--- src/rtl/pwr_pkg.sv ---
// Shared types for the power-sequencing controller: reported power state,
// internal sequencer state and the mapping between them.
package pwr_pkg;

  typedef enum logic [1:0] {
    PS_ACTIVE    = 2'b00,
    PS_SAVING    = 2'b01,
    PS_DOWN      = 2'b10,
    PS_RESTORING = 2'b11
  } power_state_t;

  typedef enum logic [2:0] {
    S_ACTIVE  = 3'd0,
    S_ISO_ON  = 3'd1,
    S_SAVE    = 3'd2,
    S_OFF     = 3'd3,
    S_PWR_UP  = 3'd4,
    S_RESTORE = 3'd5
  } seq_state_t;

  function automatic power_state_t map_power_state(input seq_state_t s);
    case (s)
      S_ACTIVE:           return PS_ACTIVE;
      S_ISO_ON, S_SAVE:   return PS_SAVING;
      S_OFF:              return PS_DOWN;
      S_PWR_UP, S_RESTORE: return PS_RESTORING;
      default:            return PS_ACTIVE;
    endcase
  endfunction

endpackage

--- src/rtl/pwr_seq_timer.sv ---
// Loadable phase counter: holds the 1-based cycle index within the current
// sequencer state, saturating instead of wrapping, with a terminal-count flag.
module pwr_seq_timer #(
  parameter int W = 7
) (
  input  logic         clk,
  input  logic         rst,
  input  logic         load,
  input  logic [W-1:0] term,
  output logic [W-1:0] cnt,
  output logic         done
);

  localparam logic [W-1:0] CNT_ONE = W'(1);
  localparam logic [W-1:0] CNT_MAX = {W{1'b1}};

  logic [W-1:0] cnt_d;
  logic [W-1:0] cnt_q;

  // next count: restart at 1 on state entry, otherwise count up and saturate
  always_comb begin
    cnt_d = cnt_q;
    if (load) begin
      cnt_d = CNT_ONE;
    end else if (cnt_q != CNT_MAX) begin
      cnt_d = cnt_q + CNT_ONE;
    end else begin
      cnt_d = cnt_q;
    end
  end

  // counter register
  always_ff @(posedge clk) begin
    if (rst) begin
      cnt_q <= CNT_ONE;
    end else begin
      cnt_q <= cnt_d;
    end
  end

  assign cnt  = cnt_q;
  assign done = (cnt_q == term);

endmodule

--- src/rtl/pwr_seq_ctrl.sv ---
// Power-sequencing controller for one switchable domain: orders isolation,
// retention save/restore and the power-switch enable on sleep/wake requests.
module pwr_seq_ctrl
  import pwr_pkg::*;
#(
  parameter int ISO_SETUP      = 1,
  parameter int SAVE_CYCLES    = 1,
  parameter int PWR_UP_MIN     = 4,
  parameter int PG_TIMEOUT     = 64,
  parameter int RESTORE_CYCLES = 1
) (
  input  logic       clk,
  input  logic       rst,
  input  logic       sleep_req,
  input  logic       pwr_good,
  input  logic       err_clr,
  output logic       power_en,
  output logic       iso_en,
  output logic       save,
  output logic       restore,
  output logic [1:0] power_state,
  output logic       busy,
  output logic       err_pg_timeout
);

  localparam int CW = $clog2(PG_TIMEOUT + 1);

  seq_state_t   state_d, state_q;
  logic         err_d, err_q;
  logic         timeout_s;
  logic         load_s;
  logic         done_s;
  logic [CW-1:0] term_s;
  logic [CW-1:0] cnt_s;

  logic         power_en_d, power_en_q;
  logic         iso_en_d, iso_en_q;
  logic         save_d, save_q;
  logic         restore_d, restore_q;
  power_state_t power_state_d, power_state_q;
  logic         busy_d, busy_q;
  logic         err_out_d, err_out_q;

  pwr_seq_timer #(.W(CW)) u_timer (
    .clk  (clk),
    .rst  (rst),
    .load (load_s),
    .term (term_s),
    .cnt  (cnt_s),
    .done (done_s)
  );

  // next-state logic; requests are only acted on from ACTIVE or OFF
  always_comb begin
    state_d   = state_q;
    term_s    = {CW{1'b0}};
    timeout_s = 1'b0;
    case (state_q)
      S_ACTIVE: begin
        if (sleep_req) state_d = S_ISO_ON;
        else           state_d = S_ACTIVE;
      end
      S_ISO_ON: begin
        term_s = CW'(ISO_SETUP);
        if (done_s) state_d = S_SAVE;
        else        state_d = S_ISO_ON;
      end
      S_SAVE: begin
        term_s = CW'(SAVE_CYCLES);
        if (done_s) state_d = S_OFF;
        else        state_d = S_SAVE;
      end
      S_OFF: begin
        if (!sleep_req && !err_q) state_d = S_PWR_UP;
        else                      state_d = S_OFF;
      end
      S_PWR_UP: begin
        term_s = CW'(PG_TIMEOUT);
        if ((cnt_s >= CW'(PWR_UP_MIN)) && pwr_good) begin
          state_d = S_RESTORE;
        end else if (done_s) begin
          state_d   = S_OFF;
          timeout_s = 1'b1;
        end else begin
          state_d = S_PWR_UP;
        end
      end
      S_RESTORE: begin
        term_s = CW'(RESTORE_CYCLES);
        if (done_s) state_d = S_ACTIVE;
        else        state_d = S_RESTORE;
      end
      default: state_d = S_ACTIVE;
    endcase

    load_s = (state_d != state_q);

    // a timeout raised in the same cycle as err_clr takes precedence
    if (timeout_s)    err_d = 1'b1;
    else if (err_clr) err_d = 1'b0;
    else              err_d = err_q;
  end

  // output decode from the current state, registered below
  always_comb begin
    power_en_d    = (state_q != S_OFF);
    iso_en_d      = (state_q != S_ACTIVE);
    save_d        = (state_q == S_SAVE);
    restore_d     = (state_q == S_RESTORE);
    power_state_d = map_power_state(state_q);
    busy_d        = (state_q == S_ISO_ON) || (state_q == S_SAVE) ||
                    (state_q == S_PWR_UP) || (state_q == S_RESTORE);
    err_out_d     = err_q;
  end

  // state, sticky error and output registers
  always_ff @(posedge clk) begin
    if (rst) begin
      state_q       <= S_ACTIVE;
      err_q         <= 1'b0;
      power_en_q    <= 1'b1;
      iso_en_q      <= 1'b0;
      save_q        <= 1'b0;
      restore_q     <= 1'b0;
      power_state_q <= PS_ACTIVE;
      busy_q        <= 1'b0;
      err_out_q     <= 1'b0;
    end else begin
      state_q       <= state_d;
      err_q         <= err_d;
      power_en_q    <= power_en_d;
      iso_en_q      <= iso_en_d;
      save_q        <= save_d;
      restore_q     <= restore_d;
      power_state_q <= power_state_d;
      busy_q        <= busy_d;
      err_out_q     <= err_out_d;
    end
  end

  assign power_en       = power_en_q;
  assign iso_en         = iso_en_q;
  assign save           = save_q;
  assign restore        = restore_q;
  assign power_state    = power_state_q;
  assign busy           = busy_q;
  assign err_pg_timeout = err_out_q;

endmodule
--- config.mk ---
export PLATFORM = sky130hd
export DESIGN_NAME = pwr_seq_ctrl
export DESIGN_NICKNAME = d
export VERILOG_FILES = /design/src/rtl/pwr_pkg.sv /design/src/rtl/pwr_seq_timer.sv /design/src/rtl/pwr_seq_ctrl.sv
export SDC_FILE = /design/constraint.sdc
export NUM_CORES = 1
export LEC_CHECK = 0
export CAP_MARGIN = 40
export CORE_ASPECT_RATIO = 0.75
export CORE_MARGIN = 8
export CORE_UTILIZATION = 25
export DETAILED_ROUTE_END_ITERATION = 10
export PLACE_DENSITY = 0.52
export SKIP_CTS_REPAIR_TIMING = 1
export SYNTH_ARGS = -nofsm -noshare
export SYNTH_HDL_FRONTEND = slang
export SYNTH_SLANG_ARGS = --single-unit
--- constraint.sdc ---
create_clock -name clk -period 5 [get_ports clk]
set_input_delay 1 -clock clk [delete_from_list [all_inputs] [get_ports clk]]
set_output_delay 1 -clock clk [all_outputs]
set_load 0.005 [all_outputs]
==> results.ini, run 1 <==
[floorplan]
die_h_um=70.0
die-width_um=88.0
core-area_sq_um=3680
rows=19
start_util_pct=26.3
design.portCount=13
floorplan.die_area_sq_um=6150

[place]
portBuffers=12
dp.final_hpwl_mm=1.58
place.gp.congestion=0.830

[pwr]
power-per-cell-area_nw_per_um2=430
static_leak_nw=0.434
power_mw=0.508
ir_drop_v=0.000162

[finish]
area_growth_syn_to_layout_pct=21.5
antenna-diode-count=0
drive_gt1_share_pct=8.59
design.final.nets=136

[routing]
vias=851
ant_nets=0
detail_route.vias_per_cell=4.73
drc=0
detail_route.iter0.violations=75
wirelength_mm=2.14
first_pass_iters=4
avgRoutedWirePerCell_um=11.9

[critical_path]
startpoint_type=primary input
cp_max_fo=7
path_buf_inv=1
worst_setup_path_end_kind=register
timing.critical_path.slowest_cell_delay_ps=450
worst_path_max_delay_cell=sky130_fd_sc_hd__mux2i_2
worstPathArrival_ps=2820
critPathTopFamily=compound AO/OA/AOI/OAI gates
critPathKind=in -> reg
cp.required_ps=5130
crit_path_cell_trace=clkdlybuf4s50_1, nor3_1, a221oi_1, a221oi_4, mux2i_2, nor4b_1

[sta]
slew-limit-headroom_pct=65.3
fin_setup_tns_ps=0
post-route-min-period_ps=2690
f_max_ghz=0.371
clock_skew_ps=1.35
setup-violations-final=0
finalHoldViolations=0
timing_max_transition_violations_final=0
hold-worst-slack_ps=495
fin_crit_sh_pct=53.9
unrepaired_setup_endpoints_after_global_routing=false
max_slew.worst_pin.slew_ps=516

[synthesis]
synthFlopType=sky130_fd_sc_hd__dfxtp_1
postSynthAreaPerCell_sq_um=8.30
synth-warning-count=0
synth_enable_flop_cells=0
synthesized_instance_count=117
syn-num-nets=124
post_synth_instance_area_sq_um=971
register_bit_total_from_synthesis=19
share_of_synthesized_area_occupied_by_flip_flops_and_latches_pct=39.2
number_of_distinct_standard_cells_referenced_by_the_synthesized_netlist=36
synth_async_sr_flop_share_pct=0

[global_routing]
grt_first_pass_wirelength_mm=3.80
antenna_found_initial=0
grt_max_degree=16
overflow=0
total_routing_resource_utilization_after_global_routing_pct=7.72
grt_pass1_vias=827

[clocking]
clkTransAtPathRegs_ps=70
cts.root.buffer_cell=sky130_fd_sc_hd__clkbuf_8
cts_tree=yes
cts_htree_levels=1
clock_buffer_count_from_cts=3
clk_path_buf_depth=2
clkSinkCount=19
clk-insertion-delay-late_ps=260

[run_status]
status=completed

[worst_hold_path]
hold_class=reg -> reg

[flow_run]
maxCapViolations=0

synth_stat cells (2+ instances only):
master | count | share of area [%]
sky130_fd_sc_hd__dfxtp_1 | 19 | 39
sky130_fd_sc_hd__nor2_1 | 15 | 5.8
sky130_fd_sc_hd__nand2_1 | 7 | 2.7
sky130_fd_sc_hd__nor3_1 | 7 | 3.6
sky130_fd_sc_hd__o21ai_0 | 7 | 3.6
sky130_fd_sc_hd__a21oi_1 | 5 | 2.6
sky130_fd_sc_hd__inv_1 | 5 | 1.9
sky130_fd_sc_hd__nor2b_1 | 5 | 3.2
sky130_fd_sc_hd__nor3b_1 | 5 | 3.9
sky130_fd_sc_hd__nand3_1 | 4 | 2.1
sky130_fd_sc_hd__buf_2 | 3 | 1.5
sky130_fd_sc_hd__or3_1 | 3 | 1.9
sky130_fd_sc_hd__a31oi_1 | 2 | 1.3
sky130_fd_sc_hd__a32oi_1 | 2 | 1.8
sky130_fd_sc_hd__and3_1 | 2 | 1.3
sky130_fd_sc_hd__and3_2 | 2 | 1.5
sky130_fd_sc_hd__clkbuf_1 | 2 | 0.77
sky130_fd_sc_hd__ha_1 | 2 | 2.6
sky130_fd_sc_hd__o21a_1 | 2 | 1.5
sky130_fd_sc_hd__xnor2_1 | 2 | 1.8
layout by cell type (no fill, tap or decap), types with 3 or more instances in the layout:
master	n
sky130_fd_sc_hd__a21oi_1	5
sky130_fd_sc_hd__clkbuf_8	3
sky130_fd_sc_hd__clkdlybuf4s50_1	12
sky130_fd_sc_hd__dfxtp_1	19
sky130_fd_sc_hd__inv_1	5
sky130_fd_sc_hd__nand2_1	7
sky130_fd_sc_hd__nand3_1	4
sky130_fd_sc_hd__nor2_1	15
sky130_fd_sc_hd__nor2b_1	5
sky130_fd_sc_hd__nor3_1	7
sky130_fd_sc_hd__nor3b_1	5
sky130_fd_sc_hd__o21ai_0	7
sky130_fd_sc_hd__or3_1	3
sequential cells by signal, indices dropped and copies added (netlist names):
register        flops
busy                1
err_out_d           1
err_pg_timeout      1
iso_en              1
power_en            1
power_state         2
restore             1
save                1
state_q             3
u_timer.cnt         7
worst paths after layout:
check                          from                     endpoint  slack, ps  cells past startpoint
min          err_out_d$_SDFFE_PP0P_    err_pg_timeout$_SDFF_PP0_        500                      1
max                       sleep_req  u_timer.cnt[2]$_SDFFE_PP0P_       2310                      6
max reg2reg   state_q[0]$_SDFF_PP0_  u_timer.cnt[2]$_SDFFE_PP0P_       2660                      6
min reg2reg  err_out_d$_SDFFE_PP0P_    err_pg_timeout$_SDFF_PP0_        500                      1
routing by layer:
metal | vias up | global-route usage [%] | routed length [um]
li1 | 438 | - | -
met1 | 385 | 9.66 | 1080
met2 | 24 | 10.9 | 846
met3 | 4 | 2.80 | 154
met4 | 0 | 4.56 | 50
met5 | - | 0 | 0
area by class of cell:
cell class	instances	area, sq um
clock buffers	3	41.3
inverters	6	22.5
flip-flops and latches	19	380
repair buffers	12	120
multi-input cells	87	546
fillers	385	2500
well taps	52	65.1
clock inverters	1	5.00
power breakdown:
group	total [mW]	switching (mW)	internal [mW]
Sequential	0.204	0.0306	0.174
Combinational	0.195	0.106	0.0887
Clock	0.108	0.0528	0.0555
metrics by stage:
step | cell area, sq um | utilization, % | cells | setup slack [ps]
global placement | 1130 | 30.8 | 176 | 2080
CTS | 1180 | 32.0 | 180 | 2270
detailed placement | 1130 | 30.8 | 176 | 2000
global route | 1180 | 32.0 | 180 | 2200
floorplan | 971 | - | 117 | 2690
finish | 1180 | 32.0 | 180 | 2310
logic make-up (layout without fill, tap and decap cells):
logic type               after synthesis  count (layout)  synth area share (%)
multiplexers                           2               2                  2.45
adder cells (fa/ha/maj)                2               2                  2.58
XOR/XNOR                               2               2                  1.80
AND/OR/NAND/NOR                       56              56                  30.7
AO/OA/AOI/OAI                         25              25                  18.7
buffers and inverters                 11              22                  4.64
flip-flops                            19              19                  39.2
Power figures use the tool's default switching activity.
==> run 2: changes to the inputs <==
Settings changed: PLACE_DENSITY 0.52 to 0.53.
Clock period 5 ns to 2.25 ns, I/O delays scaled along.
==> run 2 against run 1 <==
  * Routed wire length up 16%
  * Critical path type is now reg -> reg
  * First-iteration DRC count up 8.0%
  * Global-route usage up 0.91 points
  * Final area up 13%
  * Utilization up 4.0 points
  * Via count up 8.2%
  * Sequential cell count unchanged
  * Sequential power up 110%
  * Setup slack worse by 2200 ps
  * Hold slack better by 3.9 ps
  * Highest routed layer unchanged
  * Final cell count up 10%
  * Largest power group is now combinational logic
==> results.ini, run 2 (synthesized netlist as in run 1, its figures left out) <==
[clocking]
cts.root.buffer_cell=sky130_fd_sc_hd__clkbuf_8
clk_path_buf_depth=2
clkSinkCount=19
clock_buffer_count_from_cts=3
cts_tree=yes
clk-insertion-delay-late_ps=260
cts_htree_levels=1
clkTransAtPathRegs_ps=80

[critical_path]
startpoint_type=register
timing.reg2reg.worst_path_depth=7
cp.required_ps=2400
critPathKind=reg -> reg
timing.critical_path.slowest_cell_delay_ps=580
end_of_the_worst_register_to_register_path=u_timer.cnt[6]$_SDFFE_PP0P_
worst_setup_path_end_kind=register
worst_path_max_delay_cell=sky130_fd_sc_hd__or4_4
r2r-start=u_timer.cnt[2]$_SDFFE_PP0P_
worstPathArrival_ps=2290
crit_path_cell_trace=or4_4, o21ai_4, inv_2, a221oi_4, mux2i_2, buf_4, nor3_1
ff2ff_setup_slack_ps=110
cp_max_fo=6

[worst_hold_path]
min_delay_worst_endpoint=err_pg_timeout$_SDFF_PP0_
min_path_cells=1
hold_class=reg -> reg
holdCritStartpoint=err_out_d$_SDFFE_PP0P_

[floorplan]
rows=19
start_util_pct=26.3
floorplan.die_area_sq_um=6150
die_h_um=70.0
die-width_um=88.0
design.portCount=13
core-area_sq_um=3680

[sta]
timing_max_transition_violations_final=0
slew-limit-headroom_pct=75.8
finalHoldViolations=0
fin_crit_sh_pct=95.2
post-route-min-period_ps=2140
f_max_ghz=0.467
setup-violations-final=0
unrepaired_setup_endpoints_after_global_routing=false
hold-worst-slack_ps=499
max_slew.worst_pin.slew_ps=360
clock_skew_ps=5.33
fin_setup_tns_ps=0

[finish]
largest_register_ffs=7
most-common-layout-cells=sky130_fd_sc_hd__dfxtp_1, sky130_fd_sc_hd__buf_4, sky130_fd_sc_hd__nor2_1
area_growth_syn_to_layout_pct=36.7
antenna-diode-count=0
drive_gt1_share_pct=19.9
design.final.nets=154
final_core_utilization_pct=36.0
layout.cells.most_common=sky130_fd_sc_hd__dfxtp_1

[global_routing]
antenna_found_initial=0
total_routing_resource_utilization_after_global_routing_pct=8.64
overflow=0
grt_pass1_vias=924
grt_max_degree=13
grt_first_pass_wirelength_mm=4.23

[pwr]
ir_drop_v=0.000394
static_leak_nw=0.524
power-per-cell-area_nw_per_um2=954

[place]
place.gp.congestion=0.791
dp.final_hpwl_mm=1.90
portBuffers=12

[routing]
drc=0
first_pass_iters=4
avgRoutedWirePerCell_um=12.5
wirelength_mm=2.48
detail_route.vias_per_cell=4.65
detail_route.iter0.violations=81
ant_nets=0
vias=921

[flow_run]
maxCapViolations=0

[run_status]
status=completed

## run 2: cell types whose count changed in the layout (fill, tap and decap cells not counted)
| cell | before | now |
|---|---|---|
| sky130_fd_sc_hd__buf_4 | 0 | 18 |
| sky130_fd_sc_hd__clkbuf_1 | 0 | 1 |
| sky130_fd_sc_hd__clkinv_2 | 1 | 0 |
| sky130_fd_sc_hd__nor4_1 | 1 | 0 |
| sky130_fd_sc_hd__nor4_2 | 0 | 1 |
| sky130_fd_sc_hd__o21ai_2 | 1 | 0 |
| sky130_fd_sc_hd__o21ai_4 | 0 | 1 |
## run 2: worst max-delay path by stage
| stage | startpoint | to | slack, ps |
|---|---|---|---|
| floorplan | u_timer.cnt[2]$_SDFFE_PP0P_ | u_timer.cnt[0]$_SDFFE_PP1P_ | 190 |
| global placement | sleep_req | u_timer.cnt[5]$_SDFFE_PP0P_ | 20 |
| detailed placement | sleep_req | u_timer.cnt[3]$_SDFFE_PP0P_ | -20 |
| CTS | u_timer.cnt[2]$_SDFFE_PP0P_ | u_timer.cnt[0]$_SDFFE_PP1P_ | 110 |
| global route | u_timer.cnt[2]$_SDFFE_PP0P_ | u_timer.cnt[3]$_SDFFE_PP0P_ | 0.6 |
| finish | u_timer.cnt[2]$_SDFFE_PP0P_ | u_timer.cnt[6]$_SDFFE_PP0P_ | 110 |
## run 2: layout make-up
cell class / count / area (sq um)
Timing Repair Buffer: 30 / 255
Fill cell: 376 / 2360
Sequential cell: 19 / 380
Clock buffer: 4 / 45.0
Inverter: 6 / 22.5
Multi-Input combinational cell: 87 / 559
Tap cell: 52 / 65.1
## run 2: stage by stage
stage	worst slack [ps]	power (mW)	instances	instance area (sq um)
2_1_floorplan	194	0.778	117	971
3_3_place_gp	17.5	1.01	194	1270
3_5_place_dp	-18.0	1.02	194	1270
4_1_cts	115	1.27	198	1310
5_1_grt	0.604	1.36	198	1330
6_report	109	1.27	198	1330
## run 2: power by group
part | switching, mW | total (mW) | internal (mW)
clock network | 0.120 | 0.246 | 0.126
registers | 0.0371 | 0.423 | 0.386
logic | 0.306 | 0.598 | 0.292
## run 2: worst max-delay path, delay by kind of cell (launching register included)
family	cells	cell delay (ps)
flops	1	370
buf+inv	2	230
compound gates	2	480
mux	1	320
simple gates	2	630
## run 2: routing by layer
| layer | part of all wire (%) | vias up | routed length, um | GRT usage, % |
|---|---|---|---|---|
| met5 | 0 | - | 0 | 0 |
| met4 | 1.2 | 0 | 29 | 2.85 |
| met3 | 6.4 | 2 | 158 | 3.15 |
| met2 | 44 | 25 | 1080 | 12.8 |
| met1 | 49 | 425 | 1210 | 11.2 |
| li1 | - | 469 | - | - |
==> run 3: changes to the inputs <==
==> constraint.sdc (replaced) <==
create_clock -name clk -period 2.25 [get_ports clk]
set_input_delay 0.3375 -clock clk [delete_from_list [all_inputs] [get_ports clk]]
set_output_delay 0.3375 -clock clk [all_outputs]
set_load 0.005 [all_outputs]
==> run 3 against run 2 <==
  * Routed wire length down 3.4%
  * Die area did not move
  * Critical path depth decreased by 1
  * Count of clock-buffer cells in the layout is 1 lower
  * Utilization down 1.4 points
  * Hold slack gained 1.2 ps
==> results.ini, run 3 (synthesized netlist as in run 1, its figures left out) <==
[routing]
first_pass_iters=4
wirelength_mm=2.40
ant_nets=0
detail_route.vias_per_cell=4.81
avgRoutedWirePerCell_um=12.5
vias=918
drc=0
detail_route.iter0.violations=67

[place]
place.gp.congestion=0.851
dp.final_hpwl_mm=1.82
dp_cells=187
dpl_worst_slack_ps=34.7
portBuffers=12

[sta]
fin_crit_sh_pct=95.5
hold-worst-slack_ps=500
post-route-min-period_ps=2150
f_max_ghz=0.466
fin_setup_tns_ps=0
timing_max_transition_violations_final=0
layout_setup_ws_ps=102
max_slew.worst_pin.slew_ps=357
setup-violations-final=0
finalHoldViolations=0
slew-limit-headroom_pct=76.0
clock_skew_ps=3.02

[global_routing]
antenna_found_initial=0
total_routing_resource_utilization_after_global_routing_pct=7.92
grt_first_pass_wirelength_mm=3.88
overflow=0
grt_max_degree=13
grt_pass1_vias=810

[finish]
multi_input_area_sq_um=561
final.fill_count=373
antenna-diode-count=0
design.final.nets=147
area_growth_syn_to_layout_pct=31.6
register_area_sq_um=380
layout.cells.most_common=sky130_fd_sc_hd__dfxtp_1
finalNonFillerCells=191
drive_gt1_share_pct=16.5
largest_register_ffs=7
most-common-layout-cells=sky130_fd_sc_hd__dfxtp_1, sky130_fd_sc_hd__nor2_1, sky130_fd_sc_hd__clkdlybuf4s50_1

[floorplan]
design.portCount=13
core-area_sq_um=3680
rows=19
die_h_um=70.0
die-width_um=88.0
floorplan.die_area_sq_um=6150
start_util_pct=26.3

[critical_path]
timing.critical_path.slowest_cell_delay_ps=550
critPathKind=reg -> reg
startpoint_type=register
worst_path_max_delay_cell=sky130_fd_sc_hd__or4_4
worstPathArrival_ps=2290
cp.required_ps=2390
worst_setup_path_end_kind=register
cp_max_fo=7
crit_path_cell_trace=or4_4, o21ai_2, inv_2, a221oi_4, mux2i_4, or3_1

[clocking]
cts_htree_levels=1
clock_buffer_count_from_cts=3
clkTransAtPathRegs_ps=70
clk_path_buf_depth=2
cts.root.buffer_cell=sky130_fd_sc_hd__clkbuf_8
clkSinkCount=19
clk-insertion-delay-late_ps=250
cts_tree=yes

[flow_run]
maxCapViolations=0

[worst_hold_path]
hold_class=reg -> reg

[pwr]
static_leak_nw=0.494
power-per-cell-area_nw_per_um2=958
ir_drop_v=0.000262
power_mw=1.22

[run_status]
status=completed

[run 3: changes by cell type in the layout (fill, tap and decap cells not counted), sizes merged]
cell and delta:
buf -7, clkbuf -1, clkinv +1
[run 3: worst max-delay path: cells and delay by family (launching register included)]
family | cells | cell delay [ps]
buf+inv | 1 | 60
flops | 1 | 370
compound gates | 2 | 520
simple gates | 2 | 930
mux | 1 | 150
[run 3: layer usage]
layer / share of wire, % / vias up / global-route usage, % / wire (um)
met1: 51 / 432 / 10.6 / 1220
li1: - / 457 / - / -
met5: 0 / - / 0 / 0
met2: 43 / 27 / 11.3 / 1030
met4: 1.2 / 0 / 2.85 / 29
met3: 4.6 / 2 / 2.57 / 111
[run 3: metrics by stage]
step / cell area (sq um) / utilization [%]
after floorplan: 971 / -
after CTS: 1260 / 34.3
after global routing: 1280 / 34.7
after detailed placement: 1220 / 33.0
after global placement: 1220 / 33.0
final: 1280 / 34.7
[run 3: final cells by class]
class                           instances  share of cell area, %
Sequential cell                        19                   29.8
Tap cell                               52                   5.09
Inverter                                6                   1.76
Multi-Input combinational cell         87                   43.9
Timing Repair Buffer                   23                   15.9
Clock buffer                            3                   3.23
Clock inverter                          1                  0.392
[run 3: worst paths after layout]
| path | from | to | slack [ps] | cells after the start |
|---|---|---|---|---|
| hold reg to reg | err_out_d$_SDFFE_PP0P_ | err_pg_timeout$_SDFF_PP0_ | 500 | 1 |
| setup / recovery | u_timer.cnt[3]$_SDFFE_PP0P_ | u_timer.cnt[0]$_SDFFE_PP1P_ | 100 | 6 |
| hold / removal | err_out_d$_SDFFE_PP0P_ | err_pg_timeout$_SDFF_PP0_ | 500 | 1 |
| setup reg to reg | u_timer.cnt[3]$_SDFFE_PP0P_ | u_timer.cnt[0]$_SDFFE_PP1P_ | 100 | 6 |
[run 3: where the power goes]
| group | switching [mW] | internal, mW |
|---|---|---|
| sequential | 0.0416 | 0.386 |
| combinational | 0.301 | 0.260 |
| clock | 0.112 | 0.123 |
